File: config.mk
export PLATFORM = sky130hd
export DESIGN_NAME = jt007232_rom_arb_flat
export DESIGN_NICKNAME = d
export VERILOG_FILES = /design/src/rtl/jt007232_rom_arb_if.sv /design/src/rtl/jt007232_rom_arb.sv /design/src/flat_wrapper.sv
export SDC_FILE = /design/constraint.sdc
export NUM_CORES = 1
export LEC_CHECK = 0
export ABC_AREA = 0
export CAP_MARGIN = 25
export CORE_MARGIN = 2
export CORE_UTILIZATION = 45
export DETAILED_ROUTE_END_ITERATION = 10
export PLACE_DENSITY = 0.71
export SETUP_SLACK_MARGIN = 0.15
export SLEW_MARGIN = 20
export SYNTH_ARGS = -nofsm -noshare
export SYNTH_HDL_FRONTEND = slang
export SYNTH_SLANG_ARGS = --single-unit
File: constraint.sdc
create_clock -name clk -period 3.4 [get_ports clk]
set_clock_uncertainty 0.2 [all_clocks]
set_input_delay 0.68 -clock clk [delete_from_list [all_inputs] [get_ports clk]]
set_output_delay 0.68 -clock clk [all_outputs]
set_load 0.01 [all_outputs]
File: src/rtl/jt007232_rom_arb_if.sv
// Shared ROM bus: two read channels plus the single memory port.
interface jt007232_rom_arb_if;
    logic [16:0] cha_addr;
    logic        cha_cs;
    logic        cha_ok;
    logic [7:0]  cha_dout;
    logic [16:0] chb_addr;
    logic        chb_cs;
    logic        chb_ok;
    logic [7:0]  chb_dout;
    logic [16:0] mem_addr;
    logic        mem_cs;
    logic        mem_ok;
    logic [7:0]  mem_dout;

    modport master (
        output cha_addr, cha_cs,
        output chb_addr, chb_cs,
        output mem_ok, mem_dout,
        input  cha_ok, cha_dout,
        input  chb_ok, chb_dout,
        input  mem_addr, mem_cs
    );

    modport slave (
        input  cha_addr, cha_cs,
        input  chb_addr, chb_cs,
        input  mem_ok, mem_dout,
        output cha_ok, cha_dout,
        output chb_ok, chb_dout,
        output mem_addr, mem_cs
    );
endinterface

File: src/rtl/jt007232_rom_arb.sv
// Two-channel ROM arbiter with a one-entry cache per channel.
// Define JT007232_ROM_PREFETCH_EN to add next-address prefetch.
module jt007232_rom_arb (
    input logic               clk,
    input logic               rst,
    jt007232_rom_arb_if.slave bus
);
    typedef enum logic [2:0] {
        IDLE,
        FETCH_A,
        FETCH_B
`ifdef JT007232_ROM_PREFETCH_EN
        , PRE_A,
        PRE_B
`endif
    } state_t;

    state_t      st, st_nx;
    logic        settle;
    logic        rr_b;
    logic [16:0] mem_addr_q;
    logic        mem_cs_q;
    logic [16:0] ld_addr;
    logic        fill, srv_b;

    logic [16:0] a_tag, b_tag;
    logic [7:0]  a_data, b_data;
    logic        a_vld, b_vld;
    logic [7:0]  a_dq, b_dq;
    logic        a_dhit, b_dhit;
    logic        a_any, b_any;
    logic        a_hit, b_hit;
    logic        a_pend, b_pend;
    logic [7:0]  a_hdata, b_hdata;

`ifdef JT007232_ROM_PREFETCH_EN
    logic [16:0] a_ptag, b_ptag;
    logic [7:0]  a_pdata, b_pdata;
    logic        a_pvld, b_pvld;
    logic        a_phit, b_phit;
    logic        a_pw, b_pw;

    assign a_phit = a_pvld && a_ptag == bus.cha_addr;
    assign b_phit = b_pvld && b_ptag == bus.chb_addr;
    assign a_pw   = a_vld && (!a_pvld || a_ptag != a_tag + 17'd1);
    assign b_pw   = b_vld && (!b_pvld || b_ptag != b_tag + 17'd1);
    assign a_any  = a_dhit || a_phit;
    assign b_any  = b_dhit || b_phit;
    assign a_hdata = a_dhit ? a_data : a_pdata;
    assign b_hdata = b_dhit ? b_data : b_pdata;
    assign srv_b  = st == FETCH_B || st == PRE_B;
`else
    assign a_any   = a_dhit;
    assign b_any   = b_dhit;
    assign a_hdata = a_data;
    assign b_hdata = b_data;
    assign srv_b   = st == FETCH_B;
`endif

    assign a_dhit = a_vld && a_tag == bus.cha_addr;
    assign b_dhit = b_vld && b_tag == bus.chb_addr;
    assign a_hit  = bus.cha_cs && a_any;
    assign b_hit  = bus.chb_cs && b_any;
    assign a_pend = bus.cha_cs && !a_any;
    assign b_pend = bus.chb_cs && !b_any;

    assign bus.cha_ok   = a_hit;
    assign bus.chb_ok   = b_hit;
    assign bus.cha_dout = a_hit ? a_hdata : a_dq;
    assign bus.chb_dout = b_hit ? b_hdata : b_dq;
    assign bus.mem_addr = mem_addr_q;
    assign bus.mem_cs   = mem_cs_q;

    // first cycle of a fetch is address settle time
    assign fill = st != IDLE && !settle && bus.mem_ok;

    always_comb begin
        st_nx   = st;
        ld_addr = bus.cha_addr;
        unique case (st)
            IDLE: begin
                if (a_pend && (!b_pend || rr_b)) begin
                    st_nx   = FETCH_A;
                    ld_addr = bus.cha_addr;
                end else if (b_pend) begin
                    st_nx   = FETCH_B;
                    ld_addr = bus.chb_addr;
                end
`ifdef JT007232_ROM_PREFETCH_EN
                else if (a_pw && (!b_pw || rr_b)) begin
                    st_nx   = PRE_A;
                    ld_addr = a_tag + 17'd1;
                end else if (b_pw) begin
                    st_nx   = PRE_B;
                    ld_addr = b_tag + 17'd1;
                end
`endif
            end
            default: begin
                if (fill) st_nx = IDLE;
            end
        endcase
    end

    always_ff @(posedge clk or posedge rst) begin
        if (rst) begin
            st         <= IDLE;
            settle     <= 1'b0;
            rr_b       <= 1'b0;
            mem_addr_q <= '0;
            mem_cs_q   <= 1'b0;
        end else begin
            st <= st_nx;
            if (st == IDLE && st_nx != IDLE) begin
                mem_addr_q <= ld_addr;
                mem_cs_q   <= 1'b1;
                settle     <= 1'b1;
            end else begin
                settle <= 1'b0;
            end
            if (fill) begin
                mem_cs_q <= 1'b0;
                rr_b     <= srv_b;
            end
        end
    end

    always_ff @(posedge clk or posedge rst) begin
        if (rst) begin
            a_tag  <= '0;
            a_data <= '0;
            a_vld  <= 1'b0;
            a_dq   <= '0;
            b_tag  <= '0;
            b_data <= '0;
            b_vld  <= 1'b0;
            b_dq   <= '0;
        end else begin
            a_dq <= bus.cha_dout;
            b_dq <= bus.chb_dout;
            if (fill && st == FETCH_A) begin
                a_tag  <= mem_addr_q;
                a_data <= bus.mem_dout;
                a_vld  <= 1'b1;
            end
            if (fill && st == FETCH_B) begin
                b_tag  <= mem_addr_q;
                b_data <= bus.mem_dout;
                b_vld  <= 1'b1;
            end
`ifdef JT007232_ROM_PREFETCH_EN
            // prefetch hit promotes the entry to demand
            if (bus.cha_cs && a_phit && !a_dhit) begin
                a_tag  <= a_ptag;
                a_data <= a_pdata;
                a_vld  <= 1'b1;
            end
            if (bus.chb_cs && b_phit && !b_dhit) begin
                b_tag  <= b_ptag;
                b_data <= b_pdata;
                b_vld  <= 1'b1;
            end
`endif
        end
    end

`ifdef JT007232_ROM_PREFETCH_EN
    always_ff @(posedge clk or posedge rst) begin
        if (rst) begin
            a_ptag  <= '0;
            a_pdata <= '0;
            a_pvld  <= 1'b0;
            b_ptag  <= '0;
            b_pdata <= '0;
            b_pvld  <= 1'b0;
        end else begin
            if (fill && st == PRE_A) begin
                a_ptag  <= mem_addr_q;
                a_pdata <= bus.mem_dout;
                a_pvld  <= 1'b1;
            end
            if (fill && st == PRE_B) begin
                b_ptag  <= mem_addr_q;
                b_pdata <= bus.mem_dout;
                b_pvld  <= 1'b1;
            end
        end
    end
`endif
endmodule
File: src/flat_wrapper.sv
// flat-port wrapper written by rule: the top's interface ports become plain ports
module jt007232_rom_arb_flat 
  (clk, rst, bus_cha_addr, bus_cha_cs, bus_chb_addr, bus_chb_cs, bus_mem_ok, bus_mem_dout, bus_cha_ok, bus_cha_dout, bus_chb_ok, bus_chb_dout, bus_mem_addr, bus_mem_cs);
  jt007232_rom_arb_if bus_i ();
  input logic clk;
  input logic rst;
  input wire logic [$bits(bus_i.cha_addr)-1:0] bus_cha_addr;
  input wire logic [$bits(bus_i.cha_cs)-1:0] bus_cha_cs;
  input wire logic [$bits(bus_i.chb_addr)-1:0] bus_chb_addr;
  input wire logic [$bits(bus_i.chb_cs)-1:0] bus_chb_cs;
  input wire logic [$bits(bus_i.mem_ok)-1:0] bus_mem_ok;
  input wire logic [$bits(bus_i.mem_dout)-1:0] bus_mem_dout;
  output wire logic [$bits(bus_i.cha_ok)-1:0] bus_cha_ok;
  output wire logic [$bits(bus_i.cha_dout)-1:0] bus_cha_dout;
  output wire logic [$bits(bus_i.chb_ok)-1:0] bus_chb_ok;
  output wire logic [$bits(bus_i.chb_dout)-1:0] bus_chb_dout;
  output wire logic [$bits(bus_i.mem_addr)-1:0] bus_mem_addr;
  output wire logic [$bits(bus_i.mem_cs)-1:0] bus_mem_cs;
  assign bus_i.cha_addr = bus_cha_addr;
  assign bus_i.cha_cs = bus_cha_cs;
  assign bus_i.chb_addr = bus_chb_addr;
  assign bus_i.chb_cs = bus_chb_cs;
  assign bus_i.mem_ok = bus_mem_ok;
  assign bus_i.mem_dout = bus_mem_dout;
  assign bus_cha_ok = bus_i.cha_ok;
  assign bus_cha_dout = bus_i.cha_dout;
  assign bus_chb_ok = bus_i.chb_ok;
  assign bus_chb_dout = bus_i.chb_dout;
  assign bus_mem_addr = bus_i.mem_addr;
  assign bus_mem_cs = bus_i.mem_cs;
  jt007232_rom_arb u_core (.clk(clk), .rst(rst), .bus(bus_i));
endmodule
==> results of run 1 <==
cells by family after synthesis:
logic type / synth area share, %
compound gates: 6.353
xor+xnor: 7.375
buf+inv: 5.020
flops: 56.40
mux: 18.78
simple gates: 6.074
layout by cell type (no fill, tap or decap), types with 6 or more instances in the layout:
master                             n
sky130_fd_sc_hd__a221oi_1          7
sky130_fd_sc_hd__a221oi_2         10
sky130_fd_sc_hd__buf_2             7
sky130_fd_sc_hd__buf_4            24
sky130_fd_sc_hd__buf_6            15
sky130_fd_sc_hd__clkbuf_8         10
sky130_fd_sc_hd__clkdlybuf4s15_1  10
sky130_fd_sc_hd__clkdlybuf4s50_1  31
sky130_fd_sc_hd__dfrtp_1          91
sky130_fd_sc_hd__dlygate4sd2_1    13
sky130_fd_sc_hd__inv_1            35
sky130_fd_sc_hd__mux2_2           56
sky130_fd_sc_hd__mux2_4           12
sky130_fd_sc_hd__nand4_1           6
sky130_fd_sc_hd__nor3_1           19
sky130_fd_sc_hd__xnor2_1          16
sky130_fd_sc_hd__xnor2_2          10
per-stage QoR:
step                hold slack [ns]  utilization [%]  power (mW)
floorplan                    0.2253                -       2.765
global placement             0.2414            58.31       3.301
detailed placement           0.2489            58.31       3.350
CTS                          0.2728            62.60       4.100
global route                 0.3165            63.89       4.402
finish                       0.2728            63.89       4.156
state kept, by name, indices dropped and copies added, names as in the netlist, 3 cells and up:
signal / flops
u_core.a_data: 8
u_core.st: 3
u_core.b_tag: 17
u_core.b_dq: 8
u_core.b_data: 8
u_core.a_dq: 8
u_core.a_tag: 17
u_core.bus.mem_addr: 17
cell type report:
cell class	count	area, µm²	area share, %
sequential	91	2277	40.87
multi-input combinational	171	1770	31.78
timing repair buffer	113	1067	19.16
clock buffer	10	137.6	2.470
inverter	36	136.4	2.448
tap	108	135.1	2.425
clock inverter	6	47.55	0.8534
critical path, delay by kind of cell:
kind | cells | cell delay (ns)
multiplexers | 1 | 0.31
AND/OR/NAND/NOR | 3 | 0.65
XOR/XNOR | 1 | 0.20
buffers and inverters | 3 | 0.51
how the worst max path moves through the flow:
stage	start	to	slack, ns	cells after the start
5_1_grt	bus_cha_addr[2]	bus_cha_dout[4]	0.09	8
4_1_cts	bus_chb_addr[2]	bus_chb_dout[0]	0.11	9
6_report	bus_cha_addr[2]	bus_cha_dout[4]	0.16	8
2_1_floorplan	rst	u_core.a_data[0]$_DFFE_PP0P_	0.16	1
3_5_place_dp	bus_chb_addr[2]	bus_chb_dout[0]	-0.56	9
3_3_place_gp	bus_chb_addr[2]	bus_chb_dout[0]	-0.54	9
cells in the mapped netlist:
master,n
sky130_fd_sc_hd__inv_1,36
sky130_fd_sc_hd__o22a_1,1
sky130_fd_sc_hd__mux2_4,1
sky130_fd_sc_hd__a221oi_1,8
sky130_fd_sc_hd__a21o_1,2
sky130_fd_sc_hd__buf_2,6
sky130_fd_sc_hd__dfrtp_1,91
sky130_fd_sc_hd__nor3_1,21
sky130_fd_sc_hd__nand3_1,1
sky130_fd_sc_hd__or2_2,1
sky130_fd_sc_hd__nand4_1,6
sky130_fd_sc_hd__nor4_1,2
sky130_fd_sc_hd__xnor2_1,26
sky130_fd_sc_hd__nor2b_1,1
sky130_fd_sc_hd__clkbuf_1,4
sky130_fd_sc_hd__nand2_1,5
sky130_fd_sc_hd__buf_6,2
sky130_fd_sc_hd__a21oi_2,2
sky130_fd_sc_hd__a21oi_1,1
sky130_fd_sc_hd__a221oi_2,9
sky130_fd_sc_hd__or4b_2,1
sky130_fd_sc_hd__o21ai_0,1
sky130_fd_sc_hd__nand2b_1,3
sky130_fd_sc_hd__mux2_2,66
sky130_fd_sc_hd__xor2_1,8
sky130_fd_sc_hd__and3_1,3
sky130_fd_sc_hd__and2_1,1
power by group:
part / internal (mW) / switching [mW]
Clock: 0.294 / 0.400
Sequential: 1.52 / 0.335
Combinational: 0.932 / 0.673
routing by layer:
metal | share of wire [%] | global-route usage [%] | vias up
met5 | 0 | 0 | -
met4 | 1.9 | 5.479 | 0
met3 | 5.7 | 5.532 | 19
met2 | 50 | 34.54 | 89
met1 | 42 | 25.82 | 1411
li1 | - | - | 1293
what timing repair did:
item,CTS,global route
pin swaps,21,24
gates cloned,2,1
resized for setup,147,41
endpoints found under the hold margin,0,0
setup endpoints to repair,18,34
buffers inserted,12,1
==> impl_summary.md, run 1 <==
Placed design
At the end of routability-driven placement, the weighted congestion stood at 0.7625. The cell area after placement is 5085 µm². Detailed placement ended at an HPWL of 6.343 mm. Once placement completed, the tool counted placed cells totaling 503. The worst slack at placement is -0.5648 ns.

The number of input and output port buffers inserted is 82.

Floorplan
The floorplan has 34 rows. After floorplanning, the core was sized to cover 8721 µm². The die outline width is 98.73 µm. 83 I/O pins were placed. The height of the chip is 98.73 µm. For this configuration, the core starts out at a cell density of 46.30%. The total die area is 9747 µm².

Global route
The pin count of the biggest net entering global routing is 55. The first global-routing pass estimated 15.40 mm of wire. The residual overflow from global routing is 0. The initial antenna violation count is 0. Global routing used 20.32% of the available tracks across all layers. The via count of the first global-routing pass is 3005.

Layout
The finished layout holds 535 standard cells, fillers aside. The number of fill cells in the layout is 678. Of the cells placed in the final design, the portion with a size suffix greater than 1 is 41.69%. The number of antenna cells inserted is 0. Compared with the post-synthesis result, the final layout area differs by 37.99%. The finished cells cover 5572 µm².

The layout net count is 469.

Worst setup path
The biggest fanout along the worst timing path is 5. The peak per-stage delay on the critical path is 0.31 ns. The startpoint of the worst-slack reg-to-reg timing path is u_core.a_tag[2]$_DFFE_PP0P_.

The arrival time at the worst endpoint is 2.36 ns. The slowest stage of the critical path is the sky130_fd_sc_hd__nor3_2 cell. For flop-to-flop paths, the worst setup slack is 0.37 ns. The type of the worst setup path is input pin to output pin. For the worst flop-to-flop path, the logic depth is 15. The capturing point of the worst reg2reg path is u_core.bus.mem_addr[0]$_DFFE_PP0P_. The signal on the critical path passes through clkdlybuf4s15_1 > xnor2_2 > nand4_1 > nor3_2 > nand3_2 > buf_6 > mux2_4 > buf_6. The category of the worst setup path capture point is an output pin. The cell that appears most often on the critical path is sky130_fd_sc_hd__buf_6. The kind of start point of the critical path is an input pin. At the worst endpoint, the required time is 2.52 ns.

Synthesis
The synthesized netlist occupies a cell area of 4038 µm². Ranked by total cell area, the synthesized netlist is headed by sky130_fd_sc_hd__dfrtp_1 56%, sky130_fd_sc_hd__mux2_2 18%, sky130_fd_sc_hd__xnor2_1 5.6%, sky130_fd_sc_hd__a221oi_2 3.3%, sky130_fd_sc_hd__inv_1 3.3%. The synthesized design devotes to its leading area cell type 56.40% of total area. After synthesis, the netlist uses 27 different library cells. The net count after synthesis is 356.

The mean instance size in the synthesized netlist is 13.07 µm². After technology mapping, the gate count stands at 309. sky130_fd_sc_hd__dfrtp_1 takes more of the synthesized area than any other cell. The Yosys step of the flow raised 0 warnings. The flip-flop and latch count after synthesis is 91. The sequential element share of the synthesized area is 56.40%.

STA
The total negative slack is 0 ns. The post-layout minimum cycle time is 3.237 ns. The measured slew at the worst slew-check pin is 0.6698 ns. Of the available clock period, the critical path in the final layout requires 95.22%. The worst-case setup margin in the final layout is 0.1626 ns.

Setup repair after global routing could not meet its margin everywhere. The remaining max-slew budget at the tightest pin is 55.29%. The number of max-slew violations in the final report came to 0. The number of endpoints with negative hold slack in the final report was 0. The count of endpoints failing setup in the final report is 0. The maximum achievable frequency is 0.3089 GHz.

Power and ir drop
The power per cell area is 745.9 nW/µm². The leakage power summed over all cells is 2.577 nW. The worst ir drop on vdd is 0.4496 mV.

CTS
Clock tree synthesis inserted a total of 9 buffers. The tree is rooted in a sky130_fd_sc_hd__clkbuf_8. The number of buffers inserted for hold repair after clock tree synthesis is 0. The clock input transition at the sequential cells of the worst setup and hold paths is 0.09 ns.

The number of clock sinks is 91. Clock latency on the worst-skew pair, taken at its later pin, is 0.36 ns. The depth of the CTS H-tree is 3. TritonCTS built the clock tree. The longest clock path from root to sink contains 2 buffers.

Min path
Counting instances, the worst hold path has a depth of 1. The worst hold path begins at u_core.b_vld$_DFFE_PP0P_. The endpoint with the worst hold slack is u_core.b_vld$_DFFE_PP0P_. The tightest min-delay check is of the flip-flop to flip-flop type.

Detailed routing
In this run, the number of DRC markers left after iteration 0 of detailed routing was 106. The final route contains 2812 vias. The number of antenna-violating nets in the routed design is 0. The average vias per placed instance is 5.256. The iteration count of the initial detailed-routing pass is 4.

After detailed routing, the total wire length is 9.623 mm. The routed length per instance is 17.99 µm. After detailed routing, the number of remaining DRC violations is 0.

Run status
The flow ran to the end, and the final reports show no timing, DRC or antenna violations.

Run
Max-cap violations in this run came to 0.
(Power assumes the default switching activity.)
==> run 2, diff against run 1 <==
CORE_MARGIN = 5   (was 2)
PLACE_DENSITY = 0.81   (was 0.71)
==> run 2 against run 1 <==
  * Utilization decreased by 2.2 points
  * Total power decreased by 1.0%
  * Worst setup slack improved by 0.067 ns
  * Largest cell class unchanged
==> impl_summary.md, run 2 (synthesized netlist as in run 1, its figures left out) <==
Placed design
During placement, the flow inserted port buffers numbering 82. Detailed placement finished with a half-perimeter wire length of 6.717 mm. Routability-driven placement finished with a final weighted congestion of 0.8241.

Layout
The leading cell type in the layout, fill and taps excluded is sky130_fd_sc_hd__dfrtp_1. The register cell area after layout is 2277 µm². The layout net count is 458. At the end of the flow the core is filled with cells to 61.65%. The layout has 691 filler cells. Summing all multi-input logic gate instances after layout gives 1704 µm². The growth of design area from synthesis to finish is 33.16%. In the layout the commonest cells are 91 x sky130_fd_sc_hd__dfrtp_1, 56 x sky130_fd_sc_hd__mux2_2, 35 x sky130_fd_sc_hd__inv_1, 31 x sky130_fd_sc_hd__clkdlybuf4s50_1. The share of layout cells above drive strength 1 is 39.52%. The number of antenna diodes in the final layout is 0.

Min path
The count of cells along the worst hold path is 1. The endpoint with the worst hold slack is u_core.a_vld$_DFFE_PP0P_. The type of the tightest min-delay check is flip-flop to flip-flop. The beginning of the worst hold path is u_core.a_vld$_DFFE_PP0P_.

Worst setup path
The peak per-stage delay on the critical path is 0.31 ns. Along the worst path, the maximum fanout reaches 5. The category of the worst setup path capture point is an output pin. For flop-to-flop paths, the worst setup slack is 0.83 ns. The type of the worst setup path is input pin to output pin. The critical path goes through buf_2 > xor2_2 > nor4_2 > and3_1 > and3_4 > buf_12 > mux2_4 > buf_6. The number of buffers and inverters on the critical path is 3. The arrival time at the worst endpoint is 2.29 ns. For the worst setup path, the data required time is 2.52 ns.

The critical path runs through a total of 8 cells. Among all stages on the critical path, the largest delay is contributed by sky130_fd_sc_hd__mux2_4. The worst register-to-register path ends at u_core.bus.mem_addr[5]$_DFFE_PP0P_. Measured in cells, the most critical reg-to-reg path has a length of 9. The startpoint of the worst-slack reg-to-reg timing path is u_core.a_tag[1]$_DFFE_PP0P_. The kind of start point of the critical path is an input pin.

The kind of cell with the highest combined delay on the critical path is simple AND/OR/NAND/NOR gates.

Global route
The pin count of the biggest net entering global routing is 57. The wire length of the first global-routing pass is 16.00 mm. The via count of the first global-routing pass is 3043.

The initial antenna violation count is 1. Across every metal layer, demand over resource in global routing totals 18.30%. The residual overflow from global routing is 0.

Power and ir drop
The worst ir drop on vdd is 0.3679 mV. The power per cell area is 765.0 nW/µm². The total power is 4.113 mW. For this design the static power due to leakage is 2.506 nW.

Detailed routing
The aggregate routed wire length is 9.701 mm. The routed layout has 2779 vias. The post-route DRC violation count is 0. The detail route stage leaves a number of antenna-violating nets equal to 0. The iteration count of the initial detailed-routing pass is 6. The number of DRC markers after the initial detailed-route iteration is 103. The routed length per instance is 18.55 µm. The average vias per placed instance is 5.314.

Floorplan
The height of the chip is 104.7 µm. The total die area is 10970 µm². The die outline width is 104.7 µm.

The initial utilization of the core area, before any placement, comes to 46.30%. After floorplanning, the core was divided into 34 placement rows. In this run the count of I/O pins placed on the die edge is 83. The core footprint is 8721 µm².

CTS
In this run, post-CTS hold repair placed 0 buffers. The root buffer cell is sky130_fd_sc_hd__clkbuf_8. The clock reaches the later pin of the worst-skew pair after 0.35 ns. TritonCTS built the clock tree. TritonCTS created 9 clock buffers. The depth of the CTS H-tree is 3. No sink is reached through more buffers than the 2 on the longest clock path. CTS saw 91 sinks.

The clock input transition at the sequential cells of the worst setup and hold paths is 0.09 ns.

STA
The share of the cycle needed by the critical path after routing is 93.25%. The remaining max-slew budget at the tightest pin is 58.63%. The number of endpoints with negative hold slack in the final report is 0. The post-layout minimum cycle time is 3.171 ns. Setup violations remaining at the end of the flow were counted as 0. The tightest hold path in the finished design has a slack of 0.2728 ns. The measured slew at the worst slew-check pin is 0.6199 ns. Setup repair after global routing left no endpoint under its margin.

The number of max-slew violations in the final report is 0. Timing would allow up to 0.3154 GHz.

Run status
The run finished with clean final reports.

Run
The max-capacitance violation count is 0.
[run 2: cell types whose count changed in the layout (fill, tap and decap cells not counted), moves of 3 or more]
cell | previous run | this run
sky130_fd_sc_hd__clkdlybuf4s15_2 | 3 | 0
sky130_fd_sc_hd__xnor2_2 | 10 | 7
sky130_fd_sc_hd__clkdlybuf4s15_1 | 10 | 2
sky130_fd_sc_hd__xnor2_1 | 16 | 19
sky130_fd_sc_hd__inv_6 | 3 | 0
sky130_fd_sc_hd__buf_4 | 24 | 15
sky130_fd_sc_hd__clkbuf_2 | 5 | 15
[run 2: metrics by stage]
stage | worst slack [ns] | instance area (µm²) | std cells | TNS [ns]
2_1_floorplan | 0.1564 | 4038 | 309 | 0
3_3_place_gp | -0.4524 | 5062 | 500 | -7.409
3_5_place_dp | -0.5063 | 5062 | 500 | -7.990
4_1_cts | 0.09464 | 5385 | 521 | 0
5_1_grt | 0.1474 | 5376 | 523 | 0
6_report | 0.2294 | 5376 | 523 | 0
[run 2: power by group]
part           switching (mW)  internal (mW)
registers               0.331           1.52
logic                   0.647          0.889
clock network           0.367          0.357
total                    1.34           2.77
[run 2: how the worst max path moves through the flow]
stage                                 from                      endpoint  slack [ns]
after floorplan                        rst  u_core.a_data[0]$_DFFE_PP0P_        0.16
after global placement    bus_chb_addr[14]               bus_chb_dout[5]       -0.45
after detailed placement   bus_chb_addr[4]               bus_chb_dout[4]       -0.51
after CTS                 bus_chb_addr[16]               bus_chb_dout[4]        0.09
after global routing       bus_chb_addr[1]               bus_chb_dout[4]        0.15
final                      bus_chb_addr[1]               bus_chb_dout[4]        0.23
[run 2: what timing repair did]
item | CTS | global route
cloned | 2 | 0
resized for setup | 138 | 41
buffers inserted | 4 | 2
setup endpoints to repair | 18 | 16
pin swaps | 16 | 23
[run 2: layout make-up]
cell class,instances,share of cell area [%]
flip-flops and latches,91,42.36
multi-input cells,170,31.70
repair buffers,103,17.31
clock buffers,11,2.630
inverters,36,2.537
well taps,108,2.513
clock inverters,4,0.9542
[run 2: per-layer routing]
metal | part of all wire, % | vias to the layer above | global-route usage [%]
met5 | 0.11 | - | 0
met4 | 1.2 | 2 | 6.027
met3 | 4.7 | 8 | 5.240
met2 | 52 | 70 | 30.89
met1 | 42 | 1426 | 22.61
li1 | - | 1273 | -
